`src/rtl/cache_pkg.sv`:
```
// Shared cache geometry, refill FSM encoding and line field offset helpers.
package cache_pkg;

    localparam int WORD_SIZE      = 32;
    localparam int INDEX_BITS     = 5;
    localparam int BLOCK_OFFSET   = 6;
    localparam int TAG_BITS       = 32 - INDEX_BITS - BLOCK_OFFSET;
    localparam int STATUS_BITS    = 1;
    localparam int WORDS_PER_LINE = (2 ** BLOCK_OFFSET) / 4;
    localparam int LINE_LENGTH    = TAG_BITS + WORDS_PER_LINE * WORD_SIZE + STATUS_BITS;

    typedef enum logic [1:0] {
        ST_IDLE  = 2'd0,
        ST_FETCH = 2'd1,
        ST_WRITE = 2'd2
    } refill_state_t;

    function automatic int line_tag_lsb(input int line_length, input int tag_bits);
        return line_length - tag_bits;
    endfunction

    function automatic int line_word_lsb(input int k, input int status_bits, input int word_size);
        return status_bits + k * word_size;
    endfunction

endpackage

```
`src/rtl/cache_refill_if.sv`:
```
// Memory read port of the refill engine: one outstanding word request at a time.
interface cache_refill_if #(
    parameter int WORD_SIZE = cache_pkg::WORD_SIZE
) ();
    logic                 mem_rd_req;
    logic [31:0]          mem_addr;
    logic                 mem_rd_ack;
    logic [WORD_SIZE-1:0] mem_rd_data;

    modport master (
        output mem_rd_req,
        output mem_addr,
        input  mem_rd_ack,
        input  mem_rd_data
    );

    modport slave (
        input  mem_rd_req,
        input  mem_addr,
        output mem_rd_ack,
        output mem_rd_data
    );
endinterface

```
`src/rtl/cache_line_buffer.sv`:
```
// Line assembly register: word-indexed write port that also inserts the tag and sets valid.
module cache_line_buffer
    import cache_pkg::*;
#(
    parameter int WORD_SIZE      = cache_pkg::WORD_SIZE,
    parameter int TAG_BITS       = cache_pkg::TAG_BITS,
    parameter int STATUS_BITS    = cache_pkg::STATUS_BITS,
    parameter int WORDS_PER_LINE = cache_pkg::WORDS_PER_LINE,
    parameter int LINE_LENGTH    = cache_pkg::LINE_LENGTH,
    parameter int PTR_W          = $clog2(WORDS_PER_LINE)
) (
    input  logic                   clk,
    input  logic                   rst,
    input  logic                   wr_en,
    input  logic [PTR_W-1:0]       wr_idx,
    input  logic [WORD_SIZE-1:0]   wr_data,
    input  logic [TAG_BITS-1:0]    tag,
    output logic [LINE_LENGTH-1:0] line
);

    logic [LINE_LENGTH-1:0] line_r;

    // Each captured word also refreshes tag and valid, so the old line survives until the first write.
    always_ff @(posedge clk) begin
        if (rst) begin
            line_r <= {LINE_LENGTH{1'b0}};
        end else if (wr_en) begin
            line_r[line_tag_lsb(LINE_LENGTH, TAG_BITS) +: TAG_BITS]                   <= tag;
            line_r[line_word_lsb(int'(wr_idx), STATUS_BITS, WORD_SIZE) +: WORD_SIZE] <= wr_data;
            line_r[0]                                                                 <= 1'b1;
        end else begin
            line_r <= line_r;
        end
    end

    assign line = line_r;

endmodule

```
`src/rtl/cache_refill.sv`:
```
// Miss-side refill engine: fetches one cache line word by word and writes it as a whole line.
// Optional CACHE_REFILL_CRITICAL_WORD_FIRST_EN starts fetching at the missed word and wraps.
module cache_refill
    import cache_pkg::*;
#(
    parameter int WORD_SIZE      = cache_pkg::WORD_SIZE,
    parameter int INDEX_BITS     = cache_pkg::INDEX_BITS,
    parameter int BLOCK_OFFSET   = cache_pkg::BLOCK_OFFSET,
    parameter int TAG_BITS       = 32 - INDEX_BITS - BLOCK_OFFSET,
    parameter int STATUS_BITS    = cache_pkg::STATUS_BITS,
    parameter int WORDS_PER_LINE = (2 ** BLOCK_OFFSET) / 4,
    parameter int LINE_LENGTH    = TAG_BITS + WORDS_PER_LINE * WORD_SIZE + STATUS_BITS
) (
    input  logic                   clk,
    input  logic                   rst,
    input  logic                   miss_req,
    input  logic [31:0]            miss_addr,
    output logic                   busy,
    cache_refill_if.master         mem_bus,
    output logic                   line_wr,
    output logic [LINE_LENGTH-1:0] line_out,
    output logic                   crit_valid,
    output logic [WORD_SIZE-1:0]   crit_word,
    output logic                   done
);

    localparam int PTR_W = BLOCK_OFFSET - 2;

    refill_state_t         state_r, state_s;
    logic [TAG_BITS-1:0]   tag_r;
    logic [INDEX_BITS-1:0] index_r;
    logic [PTR_W-1:0]      crit_off_r, word_ptr_r, count_r;
    logic [PTR_W-1:0]      start_ptr_s, ptr_inc_s;
    logic                  capture_s, last_s;
    logic                  busy_r, mem_rd_req_r, line_wr_r, done_r, crit_valid_r;
    logic [31:0]           mem_addr_r;
    logic [WORD_SIZE-1:0]  crit_word_r;
    logic                  unused_s;

`ifdef CACHE_REFILL_CRITICAL_WORD_FIRST_EN
    assign start_ptr_s = miss_addr[BLOCK_OFFSET-1:2];
`else
    assign start_ptr_s = {PTR_W{1'b0}};
`endif

    assign ptr_inc_s = word_ptr_r + {{(PTR_W-1){1'b0}}, 1'b1};
    assign capture_s = (state_r == ST_FETCH) && mem_bus.mem_rd_ack;
    // The counter, not word_ptr, decides completion because word_ptr may start mid-line.
    assign last_s    = capture_s && (count_r == PTR_W'(WORDS_PER_LINE - 1));
    assign unused_s  = ^miss_addr[1:0];

    // State register.
    always_ff @(posedge clk) begin
        if (rst) begin
            state_r <= ST_IDLE;
        end else begin
            state_r <= state_s;
        end
    end

    // Next-state logic.
    always_comb begin
        state_s = state_r;
        case (state_r)
            ST_IDLE: begin
                if (miss_req) state_s = ST_FETCH;
                else          state_s = ST_IDLE;
            end
            ST_FETCH: begin
                if (last_s) state_s = ST_WRITE;
                else        state_s = ST_FETCH;
            end
            ST_WRITE: state_s = ST_IDLE;
            default:  state_s = ST_IDLE;
        endcase
    end

    // Request latch, word sequencing and registered handshake/strobe outputs.
    always_ff @(posedge clk) begin
        if (rst) begin
            tag_r        <= {TAG_BITS{1'b0}};
            index_r      <= {INDEX_BITS{1'b0}};
            crit_off_r   <= {PTR_W{1'b0}};
            word_ptr_r   <= {PTR_W{1'b0}};
            count_r      <= {PTR_W{1'b0}};
            busy_r       <= 1'b0;
            mem_rd_req_r <= 1'b0;
            mem_addr_r   <= 32'h0000_0000;
            line_wr_r    <= 1'b0;
            done_r       <= 1'b0;
            crit_valid_r <= 1'b0;
            crit_word_r  <= {WORD_SIZE{1'b0}};
        end else begin
            line_wr_r    <= 1'b0;
            done_r       <= 1'b0;
            crit_valid_r <= 1'b0;
            case (state_r)
                ST_IDLE: begin
                    if (miss_req) begin
                        tag_r        <= miss_addr[31 -: TAG_BITS];
                        index_r      <= miss_addr[BLOCK_OFFSET +: INDEX_BITS];
                        crit_off_r   <= miss_addr[BLOCK_OFFSET-1:2];
                        word_ptr_r   <= start_ptr_s;
                        count_r      <= {PTR_W{1'b0}};
                        busy_r       <= 1'b1;
                        mem_rd_req_r <= 1'b1;
                        mem_addr_r   <= {miss_addr[31:BLOCK_OFFSET], start_ptr_s, 2'b00};
                    end else begin
                        busy_r       <= 1'b0;
                        mem_rd_req_r <= 1'b0;
                    end
                end
                ST_FETCH: begin
                    if (capture_s) begin
                        word_ptr_r <= ptr_inc_s;
                        count_r    <= count_r + {{(PTR_W-1){1'b0}}, 1'b1};
                        mem_addr_r <= {tag_r, index_r, ptr_inc_s, 2'b00};
                        if (word_ptr_r == crit_off_r) begin
                            crit_valid_r <= 1'b1;
                            crit_word_r  <= mem_bus.mem_rd_data;
                        end else begin
                            crit_word_r  <= crit_word_r;
                        end
                        if (last_s) begin
                            mem_rd_req_r <= 1'b0;
                            line_wr_r    <= 1'b1;
                            done_r       <= 1'b1;
                        end else begin
                            mem_rd_req_r <= 1'b1;
                        end
                    end else begin
                        mem_rd_req_r <= 1'b1;
                    end
                end
                ST_WRITE: begin
                    busy_r       <= 1'b0;
                    mem_rd_req_r <= 1'b0;
                end
                default: begin
                    busy_r       <= 1'b0;
                    mem_rd_req_r <= 1'b0;
                end
            endcase
        end
    end

    cache_line_buffer #(
        .WORD_SIZE      (WORD_SIZE),
        .TAG_BITS       (TAG_BITS),
        .STATUS_BITS    (STATUS_BITS),
        .WORDS_PER_LINE (WORDS_PER_LINE),
        .LINE_LENGTH    (LINE_LENGTH),
        .PTR_W          (PTR_W)
    ) u_line_buffer (
        .clk     (clk),
        .rst     (rst),
        .wr_en   (capture_s),
        .wr_idx  (word_ptr_r),
        .wr_data (mem_bus.mem_rd_data),
        .tag     (tag_r),
        .line    (line_out)
    );

    assign busy               = busy_r;
    assign mem_bus.mem_rd_req = mem_rd_req_r;
    assign mem_bus.mem_addr   = mem_addr_r;
    assign line_wr            = line_wr_r;
    assign done               = done_r;
    assign crit_valid         = crit_valid_r;
    assign crit_word          = crit_word_r;

endmodule
```
`src/flat_wrapper.sv`:
```
// flat-port wrapper written by rule: the top's interface ports become plain ports
module cache_refill_flat import cache_pkg::*;
#(
    parameter int WORD_SIZE      = cache_pkg::WORD_SIZE,
    parameter int INDEX_BITS     = cache_pkg::INDEX_BITS,
    parameter int BLOCK_OFFSET   = cache_pkg::BLOCK_OFFSET,
    parameter int TAG_BITS       = 32 - INDEX_BITS - BLOCK_OFFSET,
    parameter int STATUS_BITS    = cache_pkg::STATUS_BITS,
    parameter int WORDS_PER_LINE = (2 ** BLOCK_OFFSET) / 4,
    parameter int LINE_LENGTH    = TAG_BITS + WORDS_PER_LINE * WORD_SIZE + STATUS_BITS
)
  (clk, rst, miss_req, miss_addr, busy, line_wr, line_out, crit_valid, crit_word, done, mem_bus_mem_rd_req, mem_bus_mem_addr, mem_bus_mem_rd_ack, mem_bus_mem_rd_data);
  cache_refill_if #(.WORD_SIZE(WORD_SIZE)) mem_bus_i ();
  input  logic clk;
  input  logic rst;
  input  logic miss_req;
  input  logic [31:0] miss_addr;
  output logic busy;
  output logic line_wr;
  output logic [LINE_LENGTH-1:0] line_out;
  output logic crit_valid;
  output logic [WORD_SIZE-1:0] crit_word;
  output logic done;
  output wire logic [$bits(mem_bus_i.mem_rd_req)-1:0] mem_bus_mem_rd_req;
  output wire logic [$bits(mem_bus_i.mem_addr)-1:0] mem_bus_mem_addr;
  input wire logic [$bits(mem_bus_i.mem_rd_ack)-1:0] mem_bus_mem_rd_ack;
  input wire logic [$bits(mem_bus_i.mem_rd_data)-1:0] mem_bus_mem_rd_data;
  assign mem_bus_mem_rd_req = mem_bus_i.mem_rd_req;
  assign mem_bus_mem_addr = mem_bus_i.mem_addr;
  assign mem_bus_i.mem_rd_ack = mem_bus_mem_rd_ack;
  assign mem_bus_i.mem_rd_data = mem_bus_mem_rd_data;
  cache_refill #(.WORD_SIZE(WORD_SIZE), .INDEX_BITS(INDEX_BITS), .BLOCK_OFFSET(BLOCK_OFFSET), .TAG_BITS(TAG_BITS), .STATUS_BITS(STATUS_BITS), .WORDS_PER_LINE(WORDS_PER_LINE), .LINE_LENGTH(LINE_LENGTH)) u_core (.clk(clk), .rst(rst), .miss_req(miss_req), .miss_addr(miss_addr), .busy(busy), .mem_bus(mem_bus_i), .line_wr(line_wr), .line_out(line_out), .crit_valid(crit_valid), .crit_word(crit_word), .done(done));
endmodule
```
`config.mk`:
```
export PLATFORM = sky130hd
export DESIGN_NAME = cache_refill_flat
export DESIGN_NICKNAME = d
export VERILOG_FILES = /design/src/rtl/cache_pkg.sv /design/src/rtl/cache_refill_if.sv /design/src/rtl/cache_line_buffer.sv /design/src/rtl/cache_refill.sv /design/src/flat_wrapper.sv
export SDC_FILE = /design/constraint.sdc
export NUM_CORES = 1
export LEC_CHECK = 0
export ABC_CLOCK_PERIOD_IN_PS = 2100
export BUFFER_PORTS_ARGS = -buffer_cell sky130_fd_sc_hd__buf_2
export CORE_AREA = 2 2 264 266
export DETAILED_ROUTE_END_ITERATION = 8
export DIE_AREA = 0 0 266 268
export GPL_TIMING_DRIVEN = 1
export HOLD_SLACK_MARGIN = 0.03
export PLACE_DENSITY = 0.58
export SYNTH_ARGS = -nofsm -noshare
export SYNTH_HDL_FRONTEND = slang
export SYNTH_SLANG_ARGS = --single-unit
```
`constraint.sdc`:
```
create_clock -name clk -period 2.1 [get_ports clk]
set_input_delay 0.42 -clock clk [delete_from_list [all_inputs] [get_ports clk]]
set_output_delay 0.42 -clock clk [all_outputs]
set_load 0.02 [all_outputs]
```
Word-level counts from Yosys, hierarchy flattened
Cells that the tools add are included.
{"block": "totals", "out_inout_bits": 603, "elab_cells": 53, "register_bits": 642, "inputBits": 68}
{"block": "op_classes", "bitwise": 2, "add_sub_neg": 4, "mux": 19, "n_reduce_logical": 8, "eq_ne": 5, "shifts": 2}
{"cell": "$bwmux W534", "n": 1}
{"cell": "$shift A32 B33 Y534 const A", "n": 1}
{"cell": "$shiftx A32 B33 Y534", "n": 1}
{"cell": "$mux W32", "n": 2}
{"cell": "$pmux W32 S2", "n": 1}
{"cell": "$neg A10 Y33", "n": 1}
{"cell": "$pmux W4 S2", "n": 2}
{"cell": "$mux W4", "n": 3}
{"cell": "$add A1 B9 Y10 const A", "n": 1}
{"cell": "$add A4 B1 Y4 const B", "n": 2}
{"cell": "$mux W1", "n": 6}
{"cell": "$reduce_and A3 Y1", "n": 2}
{"cell": "$eq A4 B4 Y1", "n": 1}
{"cell": "$eq A4 B4 Y1 const B", "n": 1}
{"cell": "$pmux W1 S2", "n": 2}
{"cell": "$pmux W2 S2", "n": 1}
{"cell": "$reduce_or A3 Y1", "n": 1}
{"cell": "$eq A2 B1 Y1 const B", "n": 1}
{"cell": "$logic_and A1 B1 Y1", "n": 2}
{"cell": "$logic_not A2 Y1", "n": 1}
{"cell": "$mux W2", "n": 1}
{"cell": "$ne A2 B1 Y1 const B", "n": 1}
{"cell": "$ne A2 B2 Y1 const B", "n": 1}
{"cell": "$not A1 Y1", "n": 2}
{"cell": "other kinds (2)", "n": 2}

Depth between registers and ports, before layout
Gate-level depths: netlist (run 1).
{"block": "depth", "word_depth": 6, "mapped_depth": 9, "depth_no_buf": 6}

Modules after synthesis
Synthesis (run 1) repeated with hierarchy kept, for this count alone.
{"block": "hier_totals", "hier_cells": 2297, "area_unflattened_um2": 24694.9}
{"mod": "cache_line_buffer", "area_per_inst_um2": 20395.8, "seq_area_each_um2": 10690.3, "cells_per_inst": 1851, "n_inst": 1}
{"mod": "cache_refill", "area_per_inst_um2": 4299.1, "seq_area_each_um2": 2021.9, "cells_per_inst": 446, "n_inst": 1}

Worst setup path before layout (run 1)
Ideal clock, no wire load.
{"block": "synth_path", "kind": "reg-to-reg", "from": "register u_core.word_ptr_r[1]", "to": "register u_core.u_line_buffer.line_r[482] (netlist: u_core.u_line_buffer.line[482])", "setup_time_ps": 132, "stages_incl_launch_ff": 9, "n_path_buf": 2, "required_time_ps": 1968, "arrival_time_ps": 1899, "period_less_slack_ps": 2031, "setup_slack_ps": 69, "cell_sequence": "dfxtp_1 > ha_1 > ha_1 > nand3_1 > or3b_2 > clkbuf_1 > buf_2 > nand2_1 > a21oi_1"}
{"block": "synth_via", "elab_chain_len": 4, "word_cells_on_any_way": 5, "cone_classes": "2 x add/sub; 2 x shift; 1 x mux"}
{"item": "from (decl)", "line": "cache_refill.sv:32", "text": "logic [PTR_W-1:0] crit_off_r, word_ptr_r, count_r;"}
{"item": "from (signal assigned)", "line": "cache_refill.sv:84", "text": "word_ptr_r <= {PTR_W{1'b0}};"}
{"item": "from (signal assigned)", "line": "cache_refill.sv:103", "text": "word_ptr_r <= start_ptr_s;"}
{"item": "from (signal assigned)", "line": "cache_refill.sv:115", "text": "word_ptr_r <= ptr_inc_s;"}
{"item": "$add A1 B9 Y10 (*)", "line": "cache_pkg.sv:23", "text": "return status_bits + k * word_size;"}
{"item": "$neg A10 Y33 (*)", "line": "cache_line_buffer.sv:29", "text": "line_r[line_word_lsb(int'(wr_idx), STATUS_BITS, WORD_SIZE) +: WORD_SIZE] <= wr_data;"}
{"item": "$shiftx A32 B33 Y534 / $shift A32 B33 Y534 (equally long branches)", "line": "cache_line_buffer.sv:29"}
{"item": "$bwmux W534 (*)", "line": "cache_line_buffer.sv:29"}
{"item": "to (signal, indexed assignment)", "line": "cache_line_buffer.sv:28", "text": "line_r[line_tag_lsb(LINE_LENGTH, TAG_BITS) +: TAG_BITS] <= tag;"}
{"item": "to (signal, indexed assignment)", "line": "cache_line_buffer.sv:29"}
{"item": "to (signal assigned)", "line": "cache_line_buffer.sv:32", "text": "line_r <= line_r;"}
{"item": "to (decl)", "line": "cache_line_buffer.sv:21", "text": "logic [LINE_LENGTH-1:0] line_r;"}
Mark *: on every way between the ends. The rest lies on a longest branch, timed or not.
A chain may end at the register's enable or synchronous reset.

Worst setup path after layout (run 1)
{"block": "layout_path", "from": "register u_core.word_ptr_r[0]", "to": "register u_core.u_line_buffer.line_r[82] (netlist: u_core.u_line_buffer.line[82])"}
Same word-level chain as after synthesis.

==> results.yml, run 1 <==
yosys:
  ys_ff_latch: 635
  synthFlopType: "dfxtp_1"
  postSynthAreaPerCell_um2: 8.09
  synth_warnings: 0
  syn_area_um2: 23700
  synth.distinct_cells: 36
  synth-edff-count: 0
  async_reset_ff_share_pct: 0
  yosysSeqAreaShare_pct: 53.6
  postSynthCellCount: 2929
global_route:
  grt_usage_pct: 27.3
  grt_remaining_overflow: 0
  grt_first_pass_wirelength_mm: 145
  antenna_found_initial: 4
  grt_pass1_vias: 20900
  grt_max_degree: 83
drt:
  wl_per_cell_um: 23.2
  ant_nets: 0
  drcViolationCount: 0
  drt_wl_total_mm: 102
  drt_iter0_markers: 2314
  via_per_inst: 5.28
  drt_first_pass_iters: 5
  routed-via-count: 23200
clock_network:
  cts_buffer_depth: 3
  post_cts_buffers: 0
  insertion_delay_ns: 0.61
  cts-root-buf: "clkbuf_16"
  cts_tree: "yes"
  clkSinkCount: 635
  cts_buffers: 71
  path_clk_slew_ns: 0.06
  cts.htree.levels: 3
hold_path:
  hold_start: "miss_addr[29]"
  min_path_type: "input pin to register"
  hold_path_end: "u_core.tag_r[18]$_SDFFE_PP0P_"
  hold_path_depth: 3
power:
  vdd_drop_max_v: 0.000655
  power.density_nw_per_um2: 870
  p_leak_nw: 12.5
setup_path:
  endpoint_kind: "register"
  r2r-start: "u_core.word_ptr_r[0]$_SDFFE_PP0P_"
  r2r_end: "u_core.u_line_buffer.line[82]$_SDFFE_PP0P_"
  cp-start-kind: "register"
  r2r_slack_ns: 0.13
  ff2ff_path_depth: 8
  arrival_ns: 2.50
  crit_required_ns: 2.63
  cp_max_fo: 32
  critPathKind: "register to register"
layout:
  final_common_cell: "buf_2"
  fillCellCount: 6873
  final_cell_mix: "buf_2, dfxtp_1, nand2_1"
  fin_nets: 3532
  syn2layout_area_growth_pct: 30.4
  drive_above_1_share_pct: 26.0
place:
  place_hpwl_mm: 65.8
  routabilityCongestion: 0.825
  pre_cts_ws_ns: 0.0564
  port_buffers: 666
timing:
  tns_ns: 0
  setup_violations: 0
  clock_skew_ns: 0.0157
  fin_crit_ns: 1.97
  worstMarginPinSlew_ns: 0.788
  finalHoldViolCount: 0
  max_slew_margin_pct: 47.5
  rsz0062_at_grt: "no"
  drv_slew: 0
  layout_setup_ws_ns: 0.131
  min_period_over_period_pct: 93.8
  max_freq_ghz: 0.508
die:
  fp.dieH_um: 268
  die_area_um2: 71300
  io_pins: 671
  initial_core_util_pct: 34.7
  rows: 96
  die_w_um: 266
  core_um2: 68200
run:
  drv_cap: 0
outcome:
  outcome: "finished, final reports clean"
-- repair_timing --
action / CTS / global route
hold buffers: 9 / 0
setup endpoints to repair: 0 / 33
resized for setup: 0 / 3
hold endpoints to repair: 9 / 0
-- power breakdown --
group | total [mW] | switching [mW] | internal [mW]
sequential | 12.3 | 0.0820 | 12.2
clock | 12.9 | 5.19 | 7.72
combinational | 1.70 | 1.24 | 0.466
total | 26.9 | 6.51 | 20.4
-- per-layer routing --
metal  up-vias  wire length (µm)  GRT usage [%]
li1      10900                 -              -
met3       191              8650           6.49
met1     11100             40700           34.6
met5         -                 0              0
met4         0              4160           11.1
met2      1035             48500           44.9
-- worst max path at each step --
stage                                             endpoint                                    start  slack [ns]
6_report        u_core.u_line_buffer.line[82]$_SDFFE_PP0P_        u_core.word_ptr_r[0]$_SDFFE_PP0P_        0.13
5_1_grt         u_core.u_line_buffer.line[89]$_SDFFE_PP0P_        u_core.word_ptr_r[0]$_SDFFE_PP0P_       0.009
4_1_cts                                mem_bus_mem_addr[5]  u_core.mem_bus.mem_addr[5]$_SDFFE_PP0P_        0.03
3_5_place_dp   u_core.u_line_buffer.line[401]$_SDFFE_PP0P_  u_core.mem_bus.mem_addr[5]$_SDFFE_PP0P_        0.06
3_3_place_gp   u_core.u_line_buffer.line[410]$_SDFFE_PP0P_  u_core.mem_bus.mem_addr[5]$_SDFFE_PP0P_         0.1
2_1_floorplan  u_core.u_line_buffer.line[482]$_SDFFE_PP0P_        u_core.word_ptr_r[1]$_SDFFE_PP0P_        0.07
-- state kept, by name (all words and copies together), names as in the netlist --
register and cells:
u_core.index_r 5, u_core.line_wr 1, u_core.crit_word 32, u_core.mem_bus.mem_addr 27
u_core.word_ptr_r 3, u_core.state_r 2, u_core.tag_r 21, u_core.crit_valid 1
u_core.crit_off_r 4, u_core.busy 1, u_core.count_r 4, u_core.u_line_buffer.line 534
-- synth_stat cells, types with 2 or more instances --
| library cell | instances | share of area (%) |
|---|---|---|
| a21oi_1 | 565 | 12 |
| mux2i_1 | 58 | 2.4 |
| nand4b_1 | 3 | 0.11 |
| nand3_1 | 524 | 11 |
| nor2b_1 | 2 | 0.053 |
| clkbuf_2 | 30 | 0.63 |
| xor2_1 | 2 | 0.074 |
| buf_4 | 9 | 0.29 |
| nor3_1 | 9 | 0.19 |
| a22oi_1 | 2 | 0.063 |
| dfxtp_1 | 635 | 54 |
| ha_1 | 7 | 0.37 |
| or2_2 | 3 | 0.079 |
| nand2_1 | 618 | 9.8 |
| clkbuf_1 | 230 | 3.6 |
| buf_2 | 59 | 1.2 |
| nand2b_1 | 67 | 1.8 |
| nand3b_1 | 3 | 0.095 |
| inv_1 | 3 | 0.048 |
| nor3_2 | 4 | 0.17 |
| nor2_1 | 48 | 0.76 |
| nor3b_2 | 2 | 0.11 |
| xnor2_1 | 6 | 0.22 |
| nor2_2 | 2 | 0.053 |
| a211oi_1 | 27 | 0.86 |
-- per-stage QoR --
stage	total power [mW]	hold WS, ns	util [%]	instance area [µm²]	cells
5_1_grt	27.7	0.0457	45.3	30900	4392
6_report	26.9	0.0632	45.3	30900	4392
4_1_cts	27.1	0.0301	45.3	30900	4390
2_1_floorplan	13.4	0.436	-	23700	2930
3_3_place_gp	14.2	0.438	41.6	28400	4257
3_5_place_dp	14.2	0.441	41.6	28400	4257
-- logic make-up after synthesis --
kind of cell,Yosys count,share of synthesized area [%]
simple gates,1293,24.5
flops,635,53.6
compound gates,596,12.9
buf+inv,331,5.85
mux,58,2.45
xor+xnor,8,0.296
fa+ha+maj,7,0.369
other cells,1,0.0158
-- area by class of cell --
type | instances | area [µm²] | share of cell area [%]
Antenna cell | 2 | 5.00 | 0.0162
Clock buffer | 102 | 2060 | 6.65
Clock inverter | 22 | 352 | 1.14
Inverter | 3 | 11.3 | 0.0364
Multi-Input combinational cell | 1964 | 9740 | 31.5
Sequential cell | 635 | 12700 | 41.1
Tap cell | 882 | 1100 | 3.57
Timing Repair Buffer | 782 | 4940 | 16.0
-- worst max-delay path, stage by stage, from the launching register on --
cell      delay (ns)
dfxtp_1         0.34
inv_1           0.15
ha_1            0.26
nand4b_1        0.24
buf_4           0.24
nor3_4          0.14
buf_12          0.21
nand3_1         0.10
a21oi_1         0.16
Note: power is estimated with default switching activity, not from simulation.
==> inputs of run 2 (changes only) <==
--- a/config.mk
+++ b/config.mk
@@ -14,4 +14,5 @@
 export HOLD_SLACK_MARGIN = 0.03
 export PLACE_DENSITY = 0.58
+export SKIP_CTS_REPAIR_TIMING = 1
 export SYNTH_ARGS = -nofsm -noshare
 export SYNTH_HDL_FRONTEND = slang
==> constraint.sdc (replaced) <==
create_clock -name clk -period 2.1 [get_ports clk]
set_input_delay 0.42 -clock clk [delete_from_list [all_inputs] [get_ports clk]]
set_output_delay 0.42 -clock clk [all_outputs]
set_load 0.005 [all_outputs]
==> results.yml, run 2 (synthesis results as in run 1) <==
outcome:
  outcome: "finished, final reports clean"
timing:
  layout_setup_ws_ns: 0.131
  max_slew_margin_pct: 46.7
  setup_violations: 0
  min_period_over_period_pct: 93.8
  rsz0062_at_grt: "no"
  clock_skew_ns: 0.0144
  fin_crit_ns: 1.97
  worstMarginPinSlew_ns: 0.800
  max_freq_ghz: 0.508
  hold_slack_ns: 0.0509
  finalHoldViolCount: 0
  tns_ns: 0
  drv_slew: 0
die:
  die_area_um2: 71300
  rows: 96
  io_pins: 671
  initial_core_util_pct: 34.7
  core_um2: 68200
  die_w_um: 266
  fp.dieH_um: 268
setup_path:
  ff2ff_path_depth: 8
  endpoint_kind: "register"
  crit_required_ns: 2.64
  cp_max_fo: 32
  cp-start-kind: "register"
  arrival_ns: 2.51
  critPathKind: "register to register"
clock_network:
  insertion_delay_ns: 0.61
  path_clk_slew_ns: 0.06
  cts_buffer_depth: 3
  cts_tree: "yes"
  clkSinkCount: 635
  cts.htree.levels: 3
  cts_buffers: 71
  cts-root-buf: "clkbuf_16"
layout:
  post-route-util_pct: 45.2
  drive_above_1_share_pct: 26.0
  fin_nets: 3523
  final_common_cell: "buf_2"
  syn2layout_area_growth_pct: 30.1
  final_cell_mix: "buf_2, dfxtp_1, nand2_1"
  largest_register_ffs: 534
  final_area_um2: 30800
  fillCellCount: 6882
global_route:
  grt_remaining_overflow: 0
  grt_first_pass_wirelength_mm: 145
  grt_max_degree: 83
  antenna_found_initial: 5
  grt_usage_pct: 27.3
  grt_pass1_vias: 20800
drt:
  drcViolationCount: 0
  routed-via-count: 23100
  ant_nets: 0
  wl_per_cell_um: 23.3
  drt_iter0_markers: 2366
  via_per_inst: 5.27
  drt_wl_total_mm: 102
  drt_first_pass_iters: 6
run:
  drv_cap: 0
hold_path:
  hold_path_depth: 3
  min_path_type: "input pin to register"
power:
  switching_power_mw: 6.39
  p_comb_share_pct: 5.8
  clock_power_share_pct: 48.3
  switching_share_pct: 23.9
  internal-power_mw: 20.4
  power.density_nw_per_um2: 868
  vdd_drop_max_v: 0.000656
  p_leak_nw: 12.5
  seq_power_share_pct: 45.9
place:
  place_area_um2: 28400
  routabilityCongestion: 0.825
  place_hpwl_mm: 65.8
  pre_cts_ws_ns: 0.0564
  port_buffers: 666
[run 2: final cells by class]
cell class	instances	area [µm²]	share of cell area, %
sequential	635	12700	41.2
multi-input combinational	1964	9740	31.6
timing repair buffer	773	4850	15.7
clock buffer	102	2060	6.67
tap	882	1100	3.58
clock inverter	22	352	1.14
inverter	3	11.3	0.0365
antenna	3	7.51	0.0243
[run 2: power groups by stage]
| stage | Clock, mW | Combinational [mW] | Sequential (mW) |
|---|---|---|---|
| after CTS | 13.1 | 1.56 | 12.3 |
| after global routing | 13.7 | 1.64 | 12.3 |
| after global placement | 0 | 1.56 | 12.5 |
| after detailed placement | 0 | 1.56 | 12.5 |
| after floorplan | 0 | 0.770 | 12.5 |
| final | 12.9 | 1.56 | 12.3 |
[run 2: final timing paths]
path                                                     from                                          end  slack (ns)
hold / removal                                   miss_addr[3]            u_core.crit_off_r[1]$_SDFFE_PP0P_        0.05
hold reg to reg   u_core.u_line_buffer.line[312]$_SDFFE_PP0P_  u_core.u_line_buffer.line[312]$_SDFFE_PP0P_        0.45
setup / recovery            u_core.word_ptr_r[0]$_SDFFE_PP0P_   u_core.u_line_buffer.line[74]$_SDFFE_PP0P_        0.13
setup reg to reg            u_core.word_ptr_r[0]$_SDFFE_PP0P_   u_core.u_line_buffer.line[74]$_SDFFE_PP0P_        0.13
[run 2: metrics by stage]
stage,power [mW],cells
finish,26.8,4384
global route,27.6,4384
CTS,27.0,4381
detailed placement,14.1,4257
global placement,14.1,4257
floorplan,13.3,2930
[run 2: metal layers]
| metal | global-route usage [%] | up-vias | share of wire [%] |
|---|---|---|---|
| met3 | 6.49 | 172 | 8.4 |
| met2 | 44.9 | 1005 | 48 |
| met4 | 10.9 | 0 | 3.9 |
| met1 | 34.5 | 11100 | 40 |
| met5 | 0 | - | 0 |
| li1 | - | 10900 | - |
[run 2: critical path, stage by stage (launching register included)]
cell,delay (ns)
dfxtp_1,0.34
inv_1,0.15
ha_1,0.26
nand4b_1,0.24
buf_4,0.24
nor3_4,0.14
buf_12,0.21
nand3_1,0.10
a21oi_1,0.18
==> inputs of run 3 (changes only) <==
- BUFFER_PORTS_ARGS: -buffer_cell sky130_fd_sc_hd__buf_2 -> -buffer_cell sky130_fd_sc_hd__buf_4
==> results.yml, run 3 (synthesis results as in run 1) <==
outcome:
  outcome: "finished, final reports clean"
layout:
  largest_register_ffs: 534
  multi_input_area_um2: 9740
  syn2layout_area_growth_pct: 36.8
  fillCellCount: 6783
  final_cell_mix: "buf_4, dfxtp_1, nand2_1"
  fin_nets: 3506
  drive_above_1_share_pct: 26.0
  final_common_cell: "buf_4"
  final-seq-area_um2: 12700
place:
  routabilityCongestion: 0.839
  place_hpwl_mm: 66.2
  port_buffers: 666
power:
  p_leak_nw: 12.4
  vdd_drop_max_v: 0.000548
  power.density_nw_per_um2: 839
  total_power_mw: 27.2
hold_path:
  hold_start: "miss_addr[5]"
  hold_path_depth: 3
  min_path_type: "input pin to register"
die:
  initial_core_util_pct: 34.7
  rows: 96
  die_w_um: 266
  fp.dieH_um: 268
  die_area_um2: 71300
  io_pins: 671
  core_um2: 68200
setup_path:
  cp_max_fo: 32
  arrival_ns: 2.43
  critPathKind: "register to register"
  endpoint_kind: "register"
  ff2ff_path_depth: 7
  cp-startpoint: "u_core.word_ptr_r[1]$_SDFFE_PP0P_"
  cp-start-kind: "register"
  r2r-start: "u_core.word_ptr_r[1]$_SDFFE_PP0P_"
  crit_required_ns: 2.57
clock_network:
  cts_tree: "yes"
  cts-root-buf: "clkbuf_16"
  insertion_delay_ns: 0.62
  path_clk_slew_ns: 0.06
  cts_buffers: 70
  cts.htree.levels: 3
  cts_buffer_depth: 3
  clkSinkCount: 635
timing:
  max_slew_margin_pct: 65.3
  tns_ns: 0
  drv_slew: 0
  hold_slack_ns: 0.0655
  finalHoldViolCount: 0
  min_period_over_period_pct: 93.5
  worstMarginPinSlew_ns: 0.521
  rsz0062_at_grt: "no"
  setup_violations: 0
  clock_skew_ns: 0.0233
  max_freq_ghz: 0.509
  fin_crit_ns: 1.96
drt:
  wl_per_cell_um: 23.9
  drcViolationCount: 0
  drt_wl_total_mm: 105
  ant_nets: 0
  routed-wl-met3_mm: 8.81
  via_per_inst: 5.31
  routed-via-count: 23200
  drt_iter0_markers: 2470
  drt_first_pass_iters: 6
  met1_length_mm: 41.6
  highest_layer: "met4"
  wl_met2_mm: 49.5
global_route:
  grt_usage_pct: 27.9
  grt_first_pass_wirelength_mm: 148
  grt_pass1_vias: 20800
  grt_remaining_overflow: 0
  grt_max_degree: 96
  antenna_found_initial: 2
run:
  drv_cap: 0
## run 3: changes by cell type in the layout (fill, tap and decap cells not counted), moves of 5 or more
cell,change
buf_2,-665
clkbuf_1,-5
clkbuf_8,+5
buf_4,+651
## run 3: layout make-up
type | count | share of cell area (%)
Antenna cell | 2 | 0.0154
Sequential cell | 635 | 39.2
Multi-Input combinational cell | 1964 | 30.0
Inverter | 3 | 0.0347
Clock inverter | 27 | 1.33
Tap cell | 882 | 3.40
Timing Repair Buffer | 757 | 19.6
Clock buffer | 100 | 6.34
## run 3: worst max-delay path: stages (launching register included)
cell and delay, ns:
dfxtp_2 0.40, ha_1 0.21, ha_1 0.15, nand3_1 0.18, or3b_2 0.53, buf_12 0.19, nand2_1 0.08, a21oi_1 0.07
## run 3: layer usage
layer	global-route usage, %	vias to the layer above
met2	45.2	971
li1	-	10800
met1	34.9	11200
met5	0	-
met4	12.9	0
met3	7.29	208
## run 3: final timing paths
path	slack, ns	end
max	0.14	u_core.u_line_buffer.line[503]$_SDFFE_PP0P_
min	0.07	u_core.crit_off_r[3]$_SDFFE_PP0P_
max reg2reg	0.14	u_core.u_line_buffer.line[503]$_SDFFE_PP0P_
min reg2reg	0.45	u_core.u_line_buffer.line[517]$_SDFFE_PP0P_
## run 3: through the flow
step | util (%) | area (µm²) | instances | setup slack (ns)
after global routing | 47.5 | 32400 | 4369 | 0.000656
after global placement | 43.8 | 29900 | 4239 | 0.0165
after CTS | 47.5 | 32400 | 4366 | -0.0134
after detailed placement | 43.8 | 29900 | 4239 | 0.0123
final | 47.5 | 32400 | 4370 | 0.137
after floorplan | - | 23700 | 2930 | 0.192
## run 3: where the power goes
group	internal [mW]	switching (mW)	leakage (nW)
Clock	7.98	5.31	1.22
Sequential	12.2	0.0846	5.13
Combinational	0.522	1.12	6.05
